**src/rtl/pipe_ctrl_pkg.sv**
```systemverilog
// Shared types and constants for the pipeline hazard controller.
package pipe_ctrl_pkg;

  typedef enum logic {
    MD_IDLE = 1'b0,
    MD_BUSY = 1'b1
  } md_state_e;

  localparam int                   REG_IDX_W = 5;
  localparam logic [REG_IDX_W-1:0] ZERO_REG  = 5'd0;

  // True when an ID source operand is actually read and names the given register.
  function automatic logic reg_match(input logic                 used,
                                     input logic [REG_IDX_W-1:0] src,
                                     input logic [REG_IDX_W-1:0] dst);
    return used & (src == dst);
  endfunction

endpackage

```
**src/rtl/pipeline_hazard_ctrl_if.sv**
```systemverilog
// Decoder-side bundle: ID/EX hazard inputs and the pipeline control outputs.
interface pipeline_hazard_ctrl_if #(
  parameter int CNT_W = 16
);
  import pipe_ctrl_pkg::*;

  logic [REG_IDX_W-1:0] rs_ID;
  logic [REG_IDX_W-1:0] rt_ID;
  logic                 use_rs_ID;
  logic                 use_rt_ID;
  logic                 md_op_ID;
  logic                 MemRead_EX;
  logic                 RegWrite_EX;
  logic [REG_IDX_W-1:0] dest_EX;
  logic                 branch_taken_EX;
  logic                 md_start_EX;
  logic                 pc_write;
  logic                 if_id_write;
  logic                 if_id_flush;
  logic                 id_ex_bubble;
  logic                 md_busy;
  logic                 md_done;
  logic [CNT_W-1:0]     stall_count;

  modport master (
    output rs_ID, rt_ID, use_rs_ID, use_rt_ID, md_op_ID,
    output MemRead_EX, RegWrite_EX, dest_EX, branch_taken_EX, md_start_EX,
    input  pc_write, if_id_write, if_id_flush, id_ex_bubble,
    input  md_busy, md_done, stall_count
  );

  modport slave (
    input  rs_ID, rt_ID, use_rs_ID, use_rt_ID, md_op_ID,
    input  MemRead_EX, RegWrite_EX, dest_EX, branch_taken_EX, md_start_EX,
    output pc_write, if_id_write, if_id_flush, id_ex_bubble,
    output md_busy, md_done, stall_count
  );

endinterface

```
**src/rtl/md_latency_counter.sv**
```systemverilog
// Tracks the in-flight mult/div op: loadable down-counter with busy and final-cycle done.
module md_latency_counter
  import pipe_ctrl_pkg::*;
#(
  parameter int LATENCY = 4
) (
  input  logic clk,
  input  logic rst,
  input  logic start,
  output logic busy,
  output logic done
);

  localparam logic [3:0] LOAD_VAL = 4'(LATENCY - 1);

  md_state_e  state_r;
  logic [3:0] cnt_r;

  // md FSM: a start arriving on the done cycle chains straight into the next op.
  always_ff @(posedge clk or negedge rst) begin
    if (!rst) begin
      state_r <= MD_IDLE;
      cnt_r   <= 4'd0;
    end else begin
      case (state_r)
        MD_IDLE: begin
          if (start) begin
            state_r <= MD_BUSY;
            cnt_r   <= LOAD_VAL;
          end
        end
        MD_BUSY: begin
          if (start) begin
            cnt_r <= LOAD_VAL;
          end else if (cnt_r == 4'd1) begin
            state_r <= MD_IDLE;
            cnt_r   <= 4'd0;
          end else begin
            cnt_r <= cnt_r - 4'd1;
          end
        end
        default: begin
          state_r <= MD_IDLE;
          cnt_r   <= 4'd0;
        end
      endcase
    end
  end

  assign busy = (state_r == MD_BUSY);
  assign done = (state_r == MD_BUSY) && (cnt_r == 4'd1);

endmodule

```
**src/rtl/pipeline_hazard_ctrl.sv**
```systemverilog
// ID/EX hazard controller: load-use and mult/div interlocks, branch flush, stall counter.
module pipeline_hazard_ctrl
  import pipe_ctrl_pkg::*;
#(
  parameter int MD_LATENCY = 4,
  parameter int CNT_W      = 16
) (
  input logic                   clk,
  input logic                   rst,
  pipeline_hazard_ctrl_if.slave bus
);

  logic             md_busy_s;
  logic             md_done_s;
  logic             load_hz_s;
  logic             md_hz_s;
  logic             stall_s;
  logic [CNT_W-1:0] stall_cnt_r;

  md_latency_counter #(
    .LATENCY (MD_LATENCY)
  ) u_md_cnt (
    .clk   (clk),
    .rst   (rst),
    .start (bus.md_start_EX),
    .busy  (md_busy_s),
    .done  (md_done_s)
  );

  // Hazard detection; a taken branch squashes the ID instruction so it never stalls.
  always_comb begin
    load_hz_s = bus.MemRead_EX & bus.RegWrite_EX & (bus.dest_EX != ZERO_REG) &
                (reg_match(bus.use_rs_ID, bus.rs_ID, bus.dest_EX) |
                 reg_match(bus.use_rt_ID, bus.rt_ID, bus.dest_EX));
    md_hz_s   = bus.md_op_ID & ((md_busy_s & ~md_done_s) | bus.md_start_EX);
    stall_s   = (load_hz_s | md_hz_s) & ~bus.branch_taken_EX;
  end

  // Pipeline controls; held in the safe freeze/flush pattern while reset is low.
  always_comb begin
    bus.pc_write     = 1'b0;
    bus.if_id_write  = 1'b0;
    bus.if_id_flush  = 1'b1;
    bus.id_ex_bubble = 1'b1;
    if (!rst) begin
      bus.pc_write     = 1'b0;
      bus.if_id_write  = 1'b0;
      bus.if_id_flush  = 1'b1;
      bus.id_ex_bubble = 1'b1;
    end else begin
      bus.pc_write     = ~stall_s;
      bus.if_id_write  = ~stall_s;
      bus.if_id_flush  = bus.branch_taken_EX;
      bus.id_ex_bubble = stall_s | bus.branch_taken_EX;
    end
  end

  // Saturating stall-cycle counter.
  always_ff @(posedge clk or negedge rst) begin
    if (!rst) begin
      stall_cnt_r <= {CNT_W{1'b0}};
    end else if (stall_s && (stall_cnt_r != {CNT_W{1'b1}})) begin
      stall_cnt_r <= stall_cnt_r + CNT_W'(1);
    end
  end

  assign bus.md_busy     = md_busy_s;
  assign bus.md_done     = md_done_s;
  assign bus.stall_count = stall_cnt_r;

endmodule

```
**src/flat_wrapper.sv**
```systemverilog
// flat-port wrapper written by rule: the top's interface ports become plain ports
module pipeline_hazard_ctrl_flat import pipe_ctrl_pkg::*;
#(
  parameter int MD_LATENCY = 4,
  parameter int CNT_W      = 16
)
  (clk, rst, bus_rs_ID, bus_rt_ID, bus_use_rs_ID, bus_use_rt_ID, bus_md_op_ID, bus_MemRead_EX, bus_RegWrite_EX, bus_dest_EX, bus_branch_taken_EX, bus_md_start_EX, bus_pc_write, bus_if_id_write, bus_if_id_flush, bus_id_ex_bubble, bus_md_busy, bus_md_done, bus_stall_count);
  pipeline_hazard_ctrl_if #(.CNT_W(CNT_W)) bus_i ();
  input logic clk;
  input logic rst;
  input wire logic [$bits(bus_i.rs_ID)-1:0] bus_rs_ID;
  input wire logic [$bits(bus_i.rt_ID)-1:0] bus_rt_ID;
  input wire logic [$bits(bus_i.use_rs_ID)-1:0] bus_use_rs_ID;
  input wire logic [$bits(bus_i.use_rt_ID)-1:0] bus_use_rt_ID;
  input wire logic [$bits(bus_i.md_op_ID)-1:0] bus_md_op_ID;
  input wire logic [$bits(bus_i.MemRead_EX)-1:0] bus_MemRead_EX;
  input wire logic [$bits(bus_i.RegWrite_EX)-1:0] bus_RegWrite_EX;
  input wire logic [$bits(bus_i.dest_EX)-1:0] bus_dest_EX;
  input wire logic [$bits(bus_i.branch_taken_EX)-1:0] bus_branch_taken_EX;
  input wire logic [$bits(bus_i.md_start_EX)-1:0] bus_md_start_EX;
  output wire logic [$bits(bus_i.pc_write)-1:0] bus_pc_write;
  output wire logic [$bits(bus_i.if_id_write)-1:0] bus_if_id_write;
  output wire logic [$bits(bus_i.if_id_flush)-1:0] bus_if_id_flush;
  output wire logic [$bits(bus_i.id_ex_bubble)-1:0] bus_id_ex_bubble;
  output wire logic [$bits(bus_i.md_busy)-1:0] bus_md_busy;
  output wire logic [$bits(bus_i.md_done)-1:0] bus_md_done;
  output wire logic [$bits(bus_i.stall_count)-1:0] bus_stall_count;
  assign bus_i.rs_ID = bus_rs_ID;
  assign bus_i.rt_ID = bus_rt_ID;
  assign bus_i.use_rs_ID = bus_use_rs_ID;
  assign bus_i.use_rt_ID = bus_use_rt_ID;
  assign bus_i.md_op_ID = bus_md_op_ID;
  assign bus_i.MemRead_EX = bus_MemRead_EX;
  assign bus_i.RegWrite_EX = bus_RegWrite_EX;
  assign bus_i.dest_EX = bus_dest_EX;
  assign bus_i.branch_taken_EX = bus_branch_taken_EX;
  assign bus_i.md_start_EX = bus_md_start_EX;
  assign bus_pc_write = bus_i.pc_write;
  assign bus_if_id_write = bus_i.if_id_write;
  assign bus_if_id_flush = bus_i.if_id_flush;
  assign bus_id_ex_bubble = bus_i.id_ex_bubble;
  assign bus_md_busy = bus_i.md_busy;
  assign bus_md_done = bus_i.md_done;
  assign bus_stall_count = bus_i.stall_count;
  pipeline_hazard_ctrl #(.MD_LATENCY(MD_LATENCY), .CNT_W(CNT_W)) u_core (.clk(clk), .rst(rst), .bus(bus_i));
endmodule
```
**config.mk**
```make
export PLATFORM = sky130hd
export DESIGN_NAME = pipeline_hazard_ctrl_flat
export DESIGN_NICKNAME = d
export VERILOG_FILES = /design/src/rtl/pipe_ctrl_pkg.sv /design/src/rtl/pipeline_hazard_ctrl_if.sv /design/src/rtl/md_latency_counter.sv /design/src/rtl/pipeline_hazard_ctrl.sv /design/src/flat_wrapper.sv
export SDC_FILE = /design/constraint.sdc
export NUM_CORES = 1
export LEC_CHECK = 0
export BUFFER_PORTS_ARGS = -buffer_cell sky130_fd_sc_hd__buf_2
export CAP_MARGIN = 10
export CORE_ASPECT_RATIO = 0.6
export CORE_MARGIN = 5
export CORE_UTILIZATION = 42
export CTS_BUF_LIST = sky130_fd_sc_hd__clkbuf_16
export DETAILED_ROUTE_END_ITERATION = 12
export PLACE_DENSITY = 0.66
export REMOVE_ABC_BUFFERS = 1
export SYNTH_ARGS = -nofsm -noshare
export SYNTH_HDL_FRONTEND = slang
export SYNTH_SLANG_ARGS = --single-unit
export TNS_END_PERCENT = 5
```
**constraint.sdc**
```tcl
create_clock -name clk -period 2.8 [get_ports clk]
set_clock_uncertainty 0.1 [all_clocks]
set_input_delay 0.28 -clock clk [delete_from_list [all_inputs] [get_ports clk]]
set_output_delay 0.28 -clock clk [all_outputs]
set_load 0.005 [all_outputs]
```
==> flow_summary.json <==
{
  "cp-end-kind": "output port",
  "critical_path_required_ps": 2420,
  "period_needed_ps": 2440,
  "antenna_found_initial": 0,
  "synth_cell_types": 32,
  "fp.dieW_um": 81.6,
  "layout.nets": 198,
  "first_pass_iters": 4,
  "area_growth_pct": 26.9,
  "cts_root_buffer": "clkbuf_16",
  "n_antenna_cell": 0,
  "setup_viol": 0,
  "critPathKind": "reg -> out",
  "cp_slowest_cell": "dfrtp_1",
  "hold_slack_ps": 143,
  "synth_edf_count": 0,
  "postCtsSetupBuffers": 0,
  "grt_overflow": 0,
  "total_leakage_power_nw": 0.769,
  "cts_sinks": 21,
  "rsz0062_at_grt": "no",
  "outcome": "completed",
  "peakVddDrop_mv": 0.380,
  "path_delay_family": "compound AO/OA/AOI/OAI gates",
  "maxSlewViolCount": 0,
  "cp_cell_sequence": "inv_1, ha_1, nand2b_1, o21ai_0, nand2b_1, a22o_4, or2_1, buf_2",
  "clock_path_buffers": 2,
  "synthCells": 122,
  "wl_per_cell_um": 13.6,
  "viasPerCell": 4.93,
  "coreArea_mm2": 0.00291,
  "synthArstFlopShare_pct": 100,
  "final_common_cell": "buf_2",
  "yosys_warnings": 0,
  "cp_max_fo": 17,
  "ys_seq_elements": 21,
  "netlist_area_mm2": 0.00129,
  "pin_count": 46,
  "dr_total_vias": 1045,
  "layout_common_cells": "buf_2 (45), xnor2_1 (21), dfrtp_1 (21)",
  "grt_max_degree": 24,
  "synth_flop_cell": "dfrtp_1",
  "n_fill_cell": 278,
  "num_rows": 15,
  "max_cap_viol_count": 0,
  "setup_ws_ps": 361,
  "crit_path_frequent_cell": "nand2b_1",
  "die_h_um": 53.0,
  "clock_latency_ps": 250,
  "wl_um": 2890,
  "gp_congestion": 0.721,
  "seq_area_frac_synth_pct": 40.7,
  "hp-class": "in -> reg",
  "initial_utilization_pct": 44.4,
  "ant_nets": 0,
  "finalHoldViolCount": 0,
  "clkTransAtPathRegs_ps": 60,
  "grt_pass1_wl_um": 4850,
  "holdBufCountCts": 1,
  "power_density_mw_per_mm2": 659,
  "max_slew_margin_pct": 67.1,
  "crit_buf_inv": 2,
  "cts_resized": 0,
  "final_core_util_pct": 56.4,
  "h-tree-depth": 1,
  "die_area_mm2": 0.00432,
  "post-place-ws_ps": 624,
  "layout-drive-gt1-share_pct": 38.2,
  "fin_tns_setup_ps": 0,
  "hpwlAfterDp_um": 2310,
  "drcViolationCount": 0,
  "tightest_slew_ps": 494,
  "grt_pass1_vias": 1070,
  "cts_buffers": 3,
  "worstPathArrival_ps": 2060,
  "io_buffer_count": 45,
  "post-route-period-util_pct": 87.1,
  "cp-start-kind": "register",
  "first_iter_violations": 67,
  "p_total_mw": 1.08,
  "clock.fmax_mhz": 410,
  "cts_tree": "done",
  "max_stage_delay_ps": 400,
  "synth.avg_cell_area_um2": 10.6,
  "grt.total_usage_pct": 14.6
}
## metrics by stage
stage / instances / area [µm²]
floorplan: 120 / 1270
global placement: 207 / 1550
detailed placement: 207 / 1550
CTS: 212 / 1640
global route: 212 / 1640
finish: 212 / 1640
## cell type report
cell class                      count  area (µm²)  area share [%]
Multi-Input combinational cell     94         729            44.5
Sequential cell                    21         526            32.0
Clock inverter                      1        3.75           0.229
Tap cell                           42        52.6            3.20
Timing Repair Buffer               46         235            14.3
Inverter                            5        18.8            1.14
Clock buffer                        3        75.1            4.58
## cells in the mapped netlist, types with 3 or more instances
cell | instances | area [µm²]
nand2_1 | 9 | 33.8
nor2_1 | 6 | 22.5
nand4_1 | 4 | 25.0
o21ai_0 | 3 | 15.0
ha_1 | 3 | 37.5
inv_1 | 5 | 18.8
xor2_1 | 3 | 26.3
nand3_2 | 6 | 60.1
dfrtp_1 | 21 | 526
a21oi_1 | 3 | 15.0
nand2b_1 | 4 | 25.0
nor4b_2 | 3 | 45.0
and3_1 | 4 | 25.0
xnor2_1 | 21 | 184
nand3_1 | 5 | 25.0
## path summary, 6_finish.rpt
kind	cells past startpoint	slack, ps	end	from
worst max register to register	7	590	u_core.bus.stall_count[1]$_DFFE_PN0P_	u_core.bus.stall_count[0]$_DFFE_PN0P_
worst min-delay path	2	140	u_core.u_md_cnt.cnt_r[2]$_DFFE_PN0P_	bus_md_start_EX
min in group asynchronous	2	430	u_core.bus.stall_count[4]$_DFFE_PN0P_	rst
max in group asynchronous	2	1840	u_core.bus.stall_count[15]$_DFFE_PN0P_	rst
worst max-delay path	8	360	bus_id_ex_bubble	u_core.u_md_cnt.cnt_r[1]$_DFFE_PN0P_
worst min register to register	1	400	u_core.bus.stall_count[11]$_DFFE_PN0P_	u_core.bus.stall_count[11]$_DFFE_PN0P_
## cells by family (layout without fill, tap and decap cells)
logic type | count (synthesis) | count (layout) | synth area share, %
multiplexers | 2 | 2 | 1.74
buffers and inverters | 7 | 55 | 2.90
flip-flops | 21 | 21 | 40.7
AND/OR/NAND/NOR | 53 | 53 | 27.9
adder cells (fa/ha/maj) | 3 | 3 | 2.90
AO/OA/AOI/OAI | 12 | 12 | 7.65
XOR/XNOR | 24 | 24 | 16.3
## power by group
group / internal (mW) / switching, mW
combinational: 0.162 / 0.162
clock: 0.190 / 0.107
sequential: 0.371 / 0.0897
total: 0.723 / 0.358
## sequential cells by signal (all words and copies together), names as in the netlist
register / flops
u_core.u_md_cnt.cnt_r: 4
u_core.u_md_cnt.busy: 1
u_core.bus.stall_count: 16
## routing by layer
| layer | global-route usage (%) | vias to the layer above | routed length (µm) |
|---|---|---|---|
| met5 | 0 | - | 0 |
| met4 | 2.49 | 0 | 12 |
| met3 | 3.06 | 2 | 132 |
| met2 | 23.1 | 24 | 1320 |
| met1 | 20.9 | 491 | 1420 |
| li1 | - | 528 | - |
Note: power is estimated with default switching activity, not from simulation.
